[src/rtl/axil_reg_pkg.sv]
// axil_reg_pkg
// Shared definitions for the AXI4-Lite register slave:
//   RESP_OKAY / RESP_SLVERR / RESP_DECERR  AXI response codes
//   strb_merge(old, data, strb)            byte-lane merge of a write into a stored word
package axil_reg_pkg;

  localparam logic [1:0] RESP_OKAY   = 2'b00;
  localparam logic [1:0] RESP_SLVERR = 2'b10;
  localparam logic [1:0] RESP_DECERR = 2'b11;

  // Byte k of the result comes from data when strb[k] is set, otherwise from old.
  function automatic logic [31:0] strb_merge(input logic [31:0] old,
                                             input logic [31:0] data,
                                             input logic [3:0]  strb);
    logic [31:0] res;
    for (int k = 0; k < 4; k++) begin
      res[8*k +: 8] = strb[k] ? data[8*k +: 8] : old[8*k +: 8];
    end
    return res;
  endfunction

endpackage

[src/rtl/axil_reg_slave.sv]
// axil_reg_slave
// AXI4-Lite responder exposing a flat register file on axi_clock.
//   Words 0..N_RW-1          read/write control words, driven out on ctrl_o
//   Words N_RW..N_RW+N_RO-1  read-only status words sampled from status_i
//   Anything above           DECERR on both read and write
// Ports:
//   axi_clock, rst           clock, synchronous active-high reset
//   S_AXI_aw*/w*/b*          write address / data / response channels
//   S_AXI_ar*/r*             read address / data channels (*prot ignored)
//   ctrl_o                   control words, word i at [32i+31:32i]
//   wr_pulse_o               one-cycle pulse per control word after its commit
//   status_i                 status words, synchronous to axi_clock
//   rd_pulse_o               one-cycle pulse per status word when it is read
module axil_reg_slave
  import axil_reg_pkg::*;
#(
  parameter int N_RW  = 8,
  parameter int N_RO  = 8,
  parameter int IDX_W = 10
) (
  input  logic                 axi_clock,
  input  logic                 rst,
  input  logic [31:0]          S_AXI_awaddr,
  input  logic [2:0]           S_AXI_awprot,
  input  logic                 S_AXI_awvalid,
  output logic                 S_AXI_awready,
  input  logic [31:0]          S_AXI_wdata,
  input  logic [3:0]           S_AXI_wstrb,
  input  logic                 S_AXI_wvalid,
  output logic                 S_AXI_wready,
  output logic [1:0]           S_AXI_bresp,
  output logic                 S_AXI_bvalid,
  input  logic                 S_AXI_bready,
  input  logic [31:0]          S_AXI_araddr,
  input  logic [2:0]           S_AXI_arprot,
  input  logic                 S_AXI_arvalid,
  output logic                 S_AXI_arready,
  output logic [31:0]          S_AXI_rdata,
  output logic [1:0]           S_AXI_rresp,
  output logic                 S_AXI_rvalid,
  input  logic                 S_AXI_rready,
  output logic [N_RW*32-1:0]   ctrl_o,
  output logic [N_RW-1:0]      wr_pulse_o,
  input  logic [N_RO*32-1:0]   status_i,
  output logic [N_RO-1:0]      rd_pulse_o
);

  logic              aw_held, w_held;
  logic [IDX_W-1:0]  aw_idx_q;
  logic [31:0]       w_data_q;
  logic [3:0]        w_strb_q;
  logic              bvalid_q;
  logic [1:0]        bresp_q;
  logic [31:0]       ctrl_q [N_RW];
  logic [N_RW-1:0]   wr_pulse_q;

  logic              rvalid_q;
  logic [31:0]       rdata_q;
  logic [1:0]        rresp_q;
  logic [N_RO-1:0]   rd_pulse_q;

  // Upper address bits, byte offset and prot are intentionally not decoded.
  logic unused_ok;
  assign unused_ok = ^{S_AXI_awprot, S_AXI_arprot,
                       S_AXI_awaddr[31:IDX_W+2], S_AXI_awaddr[1:0],
                       S_AXI_araddr[31:IDX_W+2], S_AXI_araddr[1:0]};

  // Readies depend on registered state only.
  assign S_AXI_awready = !aw_held && !bvalid_q;
  assign S_AXI_wready  = !w_held && !bvalid_q;
  assign S_AXI_arready = !rvalid_q;

  assign S_AXI_bvalid = bvalid_q;
  assign S_AXI_bresp  = bresp_q;
  assign S_AXI_rvalid = rvalid_q;
  assign S_AXI_rdata  = rdata_q;
  assign S_AXI_rresp  = rresp_q;
  assign wr_pulse_o   = wr_pulse_q;
  assign rd_pulse_o   = rd_pulse_q;

  for (genvar gi = 0; gi < N_RW; gi++) begin : g_ctrl
    assign ctrl_o[32*gi +: 32] = ctrl_q[gi];
  end

  // ---------------- write channel ----------------
  logic              aw_hs, w_hs, commit;
  logic [IDX_W-1:0]  wr_idx;
  logic [31:0]       wr_data;
  logic [3:0]        wr_strb;
  logic [1:0]        wr_resp;

  assign aw_hs = S_AXI_awvalid && S_AXI_awready;
  assign w_hs  = S_AXI_wvalid && S_AXI_wready;
  // A handshake on this edge counts as "present" so AW+W together commit at once.
  assign commit  = (aw_held || aw_hs) && (w_held || w_hs);
  assign wr_idx  = aw_held ? aw_idx_q : S_AXI_awaddr[IDX_W+1:2];
  assign wr_data = w_held ? w_data_q : S_AXI_wdata;
  assign wr_strb = w_held ? w_strb_q : S_AXI_wstrb;

  always_comb begin
    wr_resp = RESP_DECERR;
    if (wr_idx < IDX_W'(N_RW)) begin
      wr_resp = RESP_OKAY;
    end else if (wr_idx < IDX_W'(N_RW + N_RO)) begin
      wr_resp = RESP_SLVERR;
    end
  end

  always_ff @(posedge axi_clock) begin
    if (rst) begin
      aw_held    <= 1'b0;
      w_held     <= 1'b0;
      aw_idx_q   <= '0;
      w_data_q   <= '0;
      w_strb_q   <= '0;
      bvalid_q   <= 1'b0;
      bresp_q    <= RESP_OKAY;
      wr_pulse_q <= '0;
      for (int i = 0; i < N_RW; i++) ctrl_q[i] <= '0;
    end else begin
      wr_pulse_q <= '0;
      if (bvalid_q && S_AXI_bready) bvalid_q <= 1'b0;
      if (commit) begin
        aw_held  <= 1'b0;
        w_held   <= 1'b0;
        bvalid_q <= 1'b1;
        bresp_q  <= wr_resp;
        for (int i = 0; i < N_RW; i++) begin
          if (wr_idx == IDX_W'(i)) begin
            ctrl_q[i]     <= strb_merge(ctrl_q[i], wr_data, wr_strb);
            wr_pulse_q[i] <= 1'b1;
          end
        end
      end else begin
        if (aw_hs) begin
          aw_held  <= 1'b1;
          aw_idx_q <= S_AXI_awaddr[IDX_W+1:2];
        end
        if (w_hs) begin
          w_held   <= 1'b1;
          w_data_q <= S_AXI_wdata;
          w_strb_q <= S_AXI_wstrb;
        end
      end
    end
  end

  // ---------------- read channel ----------------
  logic              ar_hs;
  logic [IDX_W-1:0]  ar_idx;
  logic [31:0]       rd_word;
  logic [1:0]        rd_resp;
  logic [N_RO-1:0]   rd_hit;

  assign ar_hs  = S_AXI_arvalid && S_AXI_arready;
  assign ar_idx = S_AXI_araddr[IDX_W+1:2];

  // ctrl_q is read before this edge's write lands, so a same-edge read sees the old value.
  always_comb begin
    rd_word = '0;
    rd_resp = RESP_DECERR;
    rd_hit  = '0;
    for (int i = 0; i < N_RW; i++) begin
      if (ar_idx == IDX_W'(i)) begin
        rd_word = ctrl_q[i];
        rd_resp = RESP_OKAY;
      end
    end
    for (int j = 0; j < N_RO; j++) begin
      if (ar_idx == IDX_W'(N_RW + j)) begin
        rd_word   = status_i[32*j +: 32];
        rd_resp   = RESP_OKAY;
        rd_hit[j] = 1'b1;
      end
    end
  end

  always_ff @(posedge axi_clock) begin
    if (rst) begin
      rvalid_q   <= 1'b0;
      rdata_q    <= '0;
      rresp_q    <= RESP_OKAY;
      rd_pulse_q <= '0;
    end else begin
      rd_pulse_q <= '0;
      if (ar_hs) begin
        rvalid_q   <= 1'b1;
        rdata_q    <= rd_word;
        rresp_q    <= rd_resp;
        rd_pulse_q <= rd_hit;
      end else if (rvalid_q && S_AXI_rready) begin
        rvalid_q <= 1'b0;
      end
    end
  end

endmodule

[config.mk]
export PLATFORM = sky130hd
export DESIGN_NAME = axil_reg_slave
export DESIGN_NICKNAME = d
export VERILOG_FILES = /design/src/rtl/axil_reg_pkg.sv /design/src/rtl/axil_reg_slave.sv
export SDC_FILE = /design/constraint.sdc
export NUM_CORES = 1
export LEC_CHECK = 0
export ABC_AREA = 1
export BUFFER_PORTS_ARGS = -buffer_cell sky130_fd_sc_hd__buf_2
export CAP_MARGIN = 40
export CORE_AREA = 4 4 264 266
export CTS_CLUSTER_DIAMETER = 40
export DETAILED_ROUTE_END_ITERATION = 8
export DIE_AREA = 0 0 268 270
export PLACE_DENSITY = 0.56
export SKIP_CTS_REPAIR_TIMING = 1
export SYNTH_ARGS = -nofsm -noshare
export SYNTH_HDL_FRONTEND = slang
export SYNTH_SLANG_ARGS = --single-unit
[constraint.sdc]
create_clock -name axi_clock -period 2.62 [get_ports axi_clock]
set_clock_uncertainty 0.15 [all_clocks]
set_input_delay 0.524 -clock axi_clock [delete_from_list [all_inputs] [get_ports axi_clock]]
set_output_delay 0.524 -clock axi_clock [all_outputs]
set_load 0.03 [all_outputs]
**Word level (Yosys, flattened, before mapping)**

Memory sizes are Yosys's and may differ from the RTL's.
Cells that the tools add are included.
W data, S select, Z words.

- Register bits: 102
- RAM bits: 256
- Word-level logic and storage cells: 193
- Memories kept: 1

- $lt $le $gt $ge: 2
- Eq/ne operators: 22
- Multiplexer cells: 123
- Bitwise logic cells: 10
- Reduce and logical (&&, ||, !) cells: 23

Memory list:

| name | words | bits a word | read ports | clocked after Yosys merged registers in | write ports | line | RTL |
|---|---|---|---|---|---|---|---|
| ctrl_q | 8 | 32 | 8 | 0 | 8 | axil_reg_slave.sv:54 | `logic [31:0] ctrl_q [N_RW];` |

Operators by type and width:

| kind | number |
|---|---|
| $mux W32 | 25 |
| $mux W8 | 32 |
| $eq A10 B3 Y1 const B | 8 |
| $eq A10 B4 Y1 const B | 8 |
| $mux W1 | 47 |
| $eq A10 B2 Y1 const B | 4 |
| $mux W2 | 17 |
| $eq A10 B1 Y1 const B | 2 |
| $logic_not A10 Y1 | 2 |
| $lt A10 B4 Y1 const B | 1 |
| $lt A10 B5 Y1 const B | 1 |
| $mux W10 | 1 |
| $logic_and A1 B1 Y1 | 8 |
| $or A1 B1 Y1 | 8 |
| $reduce_or A2 Y1 | 3 |
| $logic_not A1 Y1 | 4 |
| $mux W4 | 1 |
| $reduce_and A2 Y1 | 2 |
| $reduce_bool A2 Y1 | 2 |
| $logic_or A1 B1 Y1 | 2 |
| $not A1 Y1 | 2 |

**Depth between registers and ports, before layout**

Gate-level depths: netlist of run 1.

- Word-level depth: 17
- Depth in mapped cells: 17
- Mapped depth without buffers: 16

**Worst setup path before layout of run 1**

OpenSTA, ideal clock, no wires.

- Path kind: reg-to-reg
- From: register bvalid_q, in the netlist S_AXI_bvalid
- To: memory ctrl_q[3][4], in the netlist ctrl_q[0][100], enable pin
- Library setup time: 0.370 ns
- Data arrival time: 2.369 ns
- Data required time: 2.100 ns
- Setup slack: -0.269 ns
- Cell stages (with the launch flop): 12
- Buffers on the path: 0
- Cell sequence: dfxtp_1 -> nor2_1 -> nand2_1 -> inv_1 -> nor2_1 -> nor2_1 -> inv_1 -> nor2_1 -> nand3_1 -> nor3_2 -> nor2_1 -> nor2_1

RTL lines:

| item | line | RTL |
|---|---|---|
| start: declaration | axil_reg_slave.sv:52 | `logic bvalid_q;` |
| start signal: assignment | axil_reg_slave.sv:116 | `bvalid_q <= 1'b0;` |
| start signal: assignment | axil_reg_slave.sv:122 | `if (bvalid_q && S_AXI_bready) bvalid_q <= 1'b0;` |
| start signal: assignment | axil_reg_slave.sv:126 | `bvalid_q <= 1'b1;` |
| end: declaration | axil_reg_slave.sv:54 |  |

==> results of run 1 <==
==> routing by layer <==
metal | part of all wire (%) | wire length (um) | track usage, % | vias up
met5 | 0.11 | 97 | 0 | -
met4 | 3.4 | 3090 | 10.7 | 18
met3 | 11 | 10400 | 11.1 | 165
met2 | 48 | 43400 | 39.7 | 763
met1 | 37 | 33700 | 26.7 | 8159
li1 | - | - | - | 8462
==> worst max-delay path by stage <==
stage | from | slack, ps | cells past startpoint | endpoint
3_3_place_gp | S_AXI_araddr[4] | -670 | 19 | S_AXI_rdata[20]
4_1_cts | aw_held | -80 | 11 | ctrl_q[1][24]
3_5_place_dp | S_AXI_araddr[4] | -640 | 19 | S_AXI_rdata[20]
2_1_floorplan | S_AXI_bvalid | -100 | 11 | ctrl_q[0][100]
5_1_grt | S_AXI_araddr[7] | -4 | 14 | S_AXI_rdata[24]
6_report | aw_held | 120 | 11 | ctrl_q[1][24]
==> Yosys cell counts (all sizes together), types with 2 or more instances <==
master,instances
or2,18
o22ai,13
edfxtp,256
a21oi,74
o221a,6
clkbuf,51
clkinv,3
a31oi,28
buf,61
o211ai,2
nor2,444
o21ai,92
a221oi,2
nor4,7
nor3,8
mux2i,32
nand3,153
nand2,456
nand4,63
dfxtp,101
inv,130
==> state kept, by name, indices dropped and copies added, names as in the netlist, 2 cells and up <==
name         count
wr_pulse_o       8
rd_pulse_o       8
S_AXI_bresp      2
ctrl_q         256
w_data_q        32
S_AXI_rdata     32
w_strb_q         4
aw_idx_q        10
==> metrics by stage <==
stage	power, mW	hold WS (ps)	cells	area (um2)	utilization (%)
floorplan	8.19	320	2005	17100	-
CTS	18.9	-65.1	3763	25500	38.0
global route	19.4	2.91	3787	25800	38.4
global placement	9.61	295	3637	23100	34.4
finish	18.7	19.2	3792	25800	38.4
detailed placement	9.63	295	3637	23100	34.4
==> report_power, final <==
part           total [mW]  switching, mW  internal, mW  leakage (nW)
clock                9.15           3.15          6.00          1.18
sequential           6.78          0.250          6.53          3.37
combinational        2.77           1.91         0.864          7.40
==> worst reg2reg max path: stages, from the launching register on <==
cell and delay, ps:
dfxtp_2 340, inv_2 60, nor4_4 220, a22oi_2 130, a211oi_2 370, nand3_1 150, nor2_1 140, inv_2 80
nor2_4 170, nor2_4 90, nor2_4 140, buf_6 150
==> cells by family after synthesis <==
logic type	after synthesis	synth area share (%)
compound gates	221	7.17
buf+inv	245	5.84
flops	357	56.9
mux	32	1.88
simple gates	1150	28.2
==> area by class of cell <==
class	count	area (um2)
antenna	23	57.6
sequential	357	9710
timing repair buffer	877	5440
clock inverter	39	480
tap	873	1090
inverter	133	499
clock buffer	87	1940
fill	6894	41300
multi-input combinational	1403	6540
==> metrics.cfg, run 1 <==
[run_status]
status = finished, final reports clean

[run]
maxCapViolations = 0

[timing]
slew_violations = 0
finalCriticalPeriod_ps = 2500
fmax_ghz = 0.400
finalSetupViolCount = 0
worst_slew_pin_slew_ps = 840
post-route-period-util_pct = 95.4
hold_viol = 0
fin_ws_ps = 120
fin_tns_setup_ps = 0
relSlewSlack_pct = 44.0

[global_route]
grt_use_total_pct = 24.1
antenna_found_initial = 36
grt_pass1_wl_um = 125000
grt_overflow_total = 0
grt_max_degree = 52
grt_pass1_vias = 17400

[layout]
final_cell_mix = 630 x buf_2, 452 x nand2_1, 412 x nor2_1
layout_commonest_cell = buf_2
final_layout_size_suffix_gt1_share_pct = 37.3
syn2layout_area_growth_pct = 51.0
nets = 3210

[synth]
synthArstFlopShare_pct = 0
synthFlopType = edfxtp_1
synth_fp_nets = 2374
synth-seq-cells = 357
ys_warn_count = 0
synth_area_um2 = 17100
synth_top_area_share_pct = 45.1
yosysSeqAreaShare_pct = 56.9
syn_area_per_cell_um2 = 8.51
ys_top_cells_by_area = edfxtp_1 45%, dfxtp_1 12%, nand2_1 10%
synthCells = 2005
yosysUniqueCellTypes = 37
synth_top_area_cell = edfxtp_1
synth_edf_count = 256

[die]
rows = 95
core-area_um2 = 67000
dieArea_um2 = 72400
die_w_um = 268
num_io_pins = 682
die_y_um = 270
start_util_pct = 25.5

[critical_path]
crit_family = simple AND/OR/NAND/NOR gates
cpMaxStageDelayCell = a211oi_2
crit_path_end_kind = flop
critPathKind = flop to flop
startpoint_type = flop
path_cells = inv_2 > nor4_4 > a22oi_2 > a211oi_2 > nand3_1 > nor2_1 > inv_2 > nor2_4 > nor2_4 > nor2_4 > buf_6
crit_top_cell = nor2_4
cp_max_fo = 7
rr_worst_depth = 11
crit_buf_inv = 3
critical_path.max_stage_delay_ps = 370
rrSetupSlack_ps = 120
r2r-start = aw_held
reg2reg_to = ctrl_q[1][24]
worstPathRequired_ps = 2770
worst_ep_arrival_time_ps = 2650

[pwr]
leakagePower_nw = 11.9
peakVddDrop_uv = 339
power.density_nw_per_um2 = 726

[routing]
wl_per_cell_um = 23.9
drt-pass1-iter-count = 6
vias_per_cell = 4.63
vias = 17600
drt-initial-drc-count = 1253
routed_wl_um = 90700
ant_nets = 0
drc = 0

[clock_tree]
cts_tree = yes
clk_pin_slew_ps = 50
cts-htree-levels = 3
clock-sinks = 357
clockBufferDepth = 3
insertion_delay_ps = 600
root_buffer = clkbuf_16
cts_made_buffers = 69

[hold_path]
hp-start = S_AXI_wdata[3]
min_path_cells = 3
holdPathEnd = w_data_q[3]
min_path_type = primary input to flop

[place]
pre_cts_ws_ps = -636
dp_hpwl_um = 76300
portBuffers = 631
routabilityCongestion = 0.925

No activity file was read; power rests on OpenSTA's default activity.
==> inputs of run 2 (changes only) <==
Settings changed: ABC_AREA 1 to unset, CELL_PAD_IN_SITES_DETAIL_PLACEMENT set to 0, CELL_PAD_IN_SITES_GLOBAL_PLACEMENT set to 2, CORE_AREA 4 4 264 266 to 4 4 265 267, CTS_CLUSTER_DIAMETER 40 to 100, DIE_AREA 0 0 268 270 to 0 0 269 271, PLACE_DENSITY 0.56 to 0.82.
==> metrics.cfg, run 2 <==
[place]
pre_cts_ws_ps = -187
dp_cells = 3285
portBuffers = 631
dp_hpwl_um = 73100
routabilityCongestion = 0.930

[timing]
rsz0062_at_grt = no
post-route-period-util_pct = 94.9
fmax_ghz = 0.402
slew_violations = 0
fin_ws_ps = 133
finalCriticalPeriod_ps = 2490
hold_viol = 0
hold_slack_ps = 37.9
relSlewSlack_pct = 48.8
worst_slew_pin_slew_ps = 768
finalSetupViolCount = 0

[synth]
synth_top_family_by_area = compound AO/OA/AOI/OAI gates
synth_area_um2 = 18000
synthXorXnorAreaFrac_pct = 0
synthAdderAreaFrac_pct = 0
yosysMostFrequentCell = nor2_1
synthArstFlopShare_pct = 0
synthFlopType = edfxtp_1
synth_top_area_cell = edfxtp_1
synthMuxAreaShare_pct = 6.55
ys_warn_count = 0
syn_area_per_cell_um2 = 10.4
yosysUniqueCellTypes = 62
synth_top_area_share_pct = 42.8
synth-seq-cells = 357
synth-compound-area-share_pct = 21.4
synthCells = 1731
synthSimpleGateAreaFrac_pct = 13.9
yosysSeqAreaShare_pct = 54.1
ys_top_cells_by_area = edfxtp_1 43%, dfxtp_1 11%, nor2_1 6.3%
synth_edf_count = 256
synth_fp_nets = 2100
yosys-top-cells-count = 301 x nor2_1, 256 x edfxtp_1, 163 x a21oi_1

[critical_path]
crit_path_end_kind = flop
cp-startpoint = aw_held
r2r-start = aw_held
cp_max_fo = 13
path_cells = buf_4 > mux2_2 > or4b_1 > buf_4 > o21bai_2 > buf_4
worst_ep_arrival_time_ps = 2620
startpoint_type = flop
cpMaxStageDelayCell = or4b_1
critical_path.max_stage_delay_ps = 500
crit_top_cell = buf_4
critPathKind = flop to flop
worstPathRequired_ps = 2750
rrSetupSlack_ps = 130

[layout]
largest_register = ctrl_q
syn2layout_area_growth_pct = 39.9
fillers = 7021
largest_reg_flops = 256
layout_commonest_cell = buf_2
instances_no_fill = 3375
final_layout_size_suffix_gt1_share_pct = 40.4
fin_util_pct = 36.9
nets = 2819
final_cell_mix = 627 x buf_2, 298 x nor2_1, 256 x edfxtp_1

[clock_tree]
clock-sinks = 357
root_buffer = clkbuf_16
cts_made_buffers = 44
clk_pin_slew_ps = 60
clockBufferDepth = 3
insertion_delay_ps = 590
cts_tree = yes
cts-htree-levels = 2

[global_route]
grt_pass1_vias = 17400
grt_use_total_pct = 23.4
grt_overflow_total = 0
antenna_found_initial = 11
grt_max_degree = 53
grt_pass1_wl_um = 125000

[die]
die_y_um = 271
start_util_pct = 26.4
core-area_um2 = 68100
die_w_um = 269
dieArea_um2 = 72900
rows = 96
num_io_pins = 682

[routing]
vias_per_cell = 5.16
drt-initial-drc-count = 1374
drt-pass1-iter-count = 8
vias = 17400
routed_wl_um = 89500
wl_per_cell_um = 26.5
drc = 0
ant_nets = 0

[pwr]
peakVddDrop_uv = 389
power.density_nw_per_um2 = 616
leakagePower_nw = 10.5
finalPower_mw = 15.5

[run_status]
status = finished, final reports clean

[hold_path]
hp-start = S_AXI_wdata[24]
min_path_type = primary input to flop

[run]
maxCapViolations = 0

run 2: cell types whose count changed in the layout (fill, tap and decap cells not counted), sizes merged, moves of 35 or more:
| cell | delta |
|---|---|
| a21oi | +89 |
| nand2 | -369 |
| buf | -37 |
| nand4 | -61 |
| nor2 | -143 |
| nand3 | -149 |
| o21bai | +57 |
| mux2 | +35 |
| a22oi | +60 |
| o21ai | -80 |
| mux2i | +44 |
| inv | -117 |
| nand2b | +37 |
run 2: path summary, 6_finish.rpt:
check                   to  cells after the start
max reg2reg  ctrl_q[0][48]                      6
min reg2reg   w_data_q[14]                      2
max          ctrl_q[0][48]                      6
min           w_data_q[24]                      3
run 2: logic make-up (layout without fill, tap and decap cells):
| group | after synthesis | in the layout |
|---|---|---|
| DFF | 357 | 357 |
| muxes | 112 | 112 |
| and+or+nand+nor | 546 | 546 |
| AOI/OAI and AO/OA | 534 | 534 |
| buffers and inverters | 182 | 935 |
| other | 0 | 9 |
run 2: stage by stage:
step | TNS [ps] | cell area (um2)
2_1_floorplan | -5900 | 18000
4_1_cts | -606 | 25100
3_3_place_gp | -11340 | 23600
3_5_place_dp | -8510 | 23600
5_1_grt | 0 | 25100
6_report | 0 | 25100
run 2: power breakdown:
group          switching, mW  total, mW  internal, mW
Combinational           1.74       2.69         0.951
Sequential             0.195       6.52          6.32
Clock                   2.52       6.28          3.75
Total                   4.46       15.5          11.0
run 2: cell type report:
cell class	instances	area, um2	area share (%)
Sequential cell	357	9710	38.7
Multi-Input combinational cell	1192	7660	30.5
Timing Repair Buffer	839	5080	20.2
Clock buffer	55	1150	4.59
Tap cell	882	1100	4.39
Clock inverter	25	337	1.34
Inverter	16	60.1	0.239
Antenna cell	9	22.5	0.0896
run 2: layer usage:
metal | global-route usage (%) | wire length [um]
met5 | 0 | 41
met4 | 7.58 | 2830
met3 | 7.68 | 8590
met2 | 38.0 | 41500
met1 | 29.3 | 36500
run 2: critical path, delay by kind of cell, from the launching register on:
kind                   cells  cell delay (ps)
buffers and inverters      3              600
multiplexers               1              380
AO/OA/AOI/OAI              1              130
flip-flops                 1              410
AND/OR/NAND/NOR            1              500
==> inputs of run 3 (changes only) <==
Settings changed: PLACE_DENSITY 0.82 to 0.75, RECOVER_POWER set to 100.
==> metrics.cfg, run 3 (synthesis results as in run 2) <==
[routing]
ant_nets = 0
routed_wl_um = 89500
vias = 17300
drt-initial-drc-count = 1290
vias_per_cell = 5.15
drt-pass1-iter-count = 5
drc = 0
wl_met3_um = 7570
met1_length_um = 37200
routed.top_layer = met5
wl_per_cell_um = 26.6
dr_wl_met2_um = 41800

[pwr]
peakVddDrop_uv = 384
leakagePower_nw = 9.23
power.density_nw_per_um2 = 643

[clock_tree]
clock-sinks = 357
cts-htree-levels = 2
root_buffer = clkbuf_16
cts_tree = yes
insertion_delay_ps = 570
clk_pin_slew_ps = 60
clockBufferDepth = 3
cts_made_buffers = 43

[layout]
nets = 2804
layout_commonest_cell = clkbuf_1
finalInstanceArea_um2 = 24500
final_cell_mix = 362 x clkbuf_1, 320 x buf_2, 298 x nor2_1
largest_register = ctrl_q
fillers = 7075
syn2layout_area_growth_pct = 36.2
final_layout_size_suffix_gt1_share_pct = 25.7
fin_util_pct = 35.9
largest_reg_flops = 256

[global_route]
grt_max_degree = 69
grt_use_total_pct = 23.3
grt_pass1_vias = 17200
antenna_found_initial = 13
grt_pass1_wl_um = 125000
grt_overflow_total = 0

[place]
portBuffers = 631
routabilityCongestion = 0.913
dp_hpwl_um = 73000
place_area_um2 = 23500
pre_cts_ws_ps = -187

[critical_path]
crit_path_end_kind = flop
cpMaxStageDelayCell = or4b_1
path_cells = nor2b_1 > o22ai_1 > nor4_4 > or4b_1 > buf_4 > o21bai_4 > clkbuf_1
cp_max_fo = 8
critical_path.max_stage_delay_ps = 460
worstPathRequired_ps = 2740
worst_ep_arrival_time_ps = 2650
startpoint_type = flop
critPathKind = flop to flop

[timing]
finalCriticalPeriod_ps = 2530
fmax_ghz = 0.395
rsz0062_at_grt = no
relSlewSlack_pct = 3.63
fin_ws_ps = 88.9
slew_violations = 0
hold_viol = 0
post-route-period-util_pct = 96.6
finalSetupViolCount = 0
worst_slew_pin_slew_ps = 1450

[run_status]
status = finished, final reports clean

[die]
die_w_um = 269
num_io_pins = 682
dieArea_um2 = 72900
rows = 96
die_y_um = 271
start_util_pct = 26.4
core-area_um2 = 68100

[hold_path]
min_path_type = primary input to flop

[run]
maxCapViolations = 0

run 3: final timing paths:
| check | start | end | slack (ps) | cells after the start |
|---|---|---|---|---|
| min | S_AXI_wdata[27] | w_data_q[27] | 60 | 3 |
| max reg2reg | aw_held | ctrl_q[0][55] | 90 | 7 |
| min reg2reg | w_data_q[29] | w_data_q[29] | 300 | 2 |
| max | aw_held | ctrl_q[0][55] | 90 | 7 |
run 3: metal layers:
metal,global-route usage (%),vias up
met5,0,-
met4,7.18,2
met3,6.89,126
met2,38.5,662
met1,29.4,8556
li1,-,7958
run 3: final cells by class:
cell class                      count  area, um2  area share (%)
Sequential cell                   357       9710            39.7
Multi-Input combinational cell   1192       7640            31.2
Timing Repair Buffer              825       4340            17.7
Clock buffer                       50       1130            4.63
Tap cell                          882       1100            4.51
Clock inverter                     30        449            1.84
Inverter                           16       60.1           0.246
Antenna cell                        9       22.5          0.0921
run 3: per-stage QoR:
step	hold slack [ps]	power [mW]	instances	setup TNS, ps
2_1_floorplan	286	7.96	1731	-5900
3_3_place_gp	291	9.29	3271	-8060
3_5_place_dp	296	9.32	3271	-9210
4_1_cts	-51.1	16.0	3351	-88.7
5_1_grt	32.7	16.3	3358	0
6_report	55.2	15.7	3361	0
run 3: worst max-delay path: cells and delay by family (launching register included):
family	cells	cell delay, ps
compound gates	2	290
buf+inv	2	360
flops	1	410
simple gates	3	1020
run 3: power breakdown:
| group | internal [mW] | switching [mW] |
|---|---|---|
| clock | 4.12 | 2.53 |
| combinational | 0.829 | 1.73 |
| sequential | 6.32 | 0.194 |
| total | 11.3 | 4.46 |
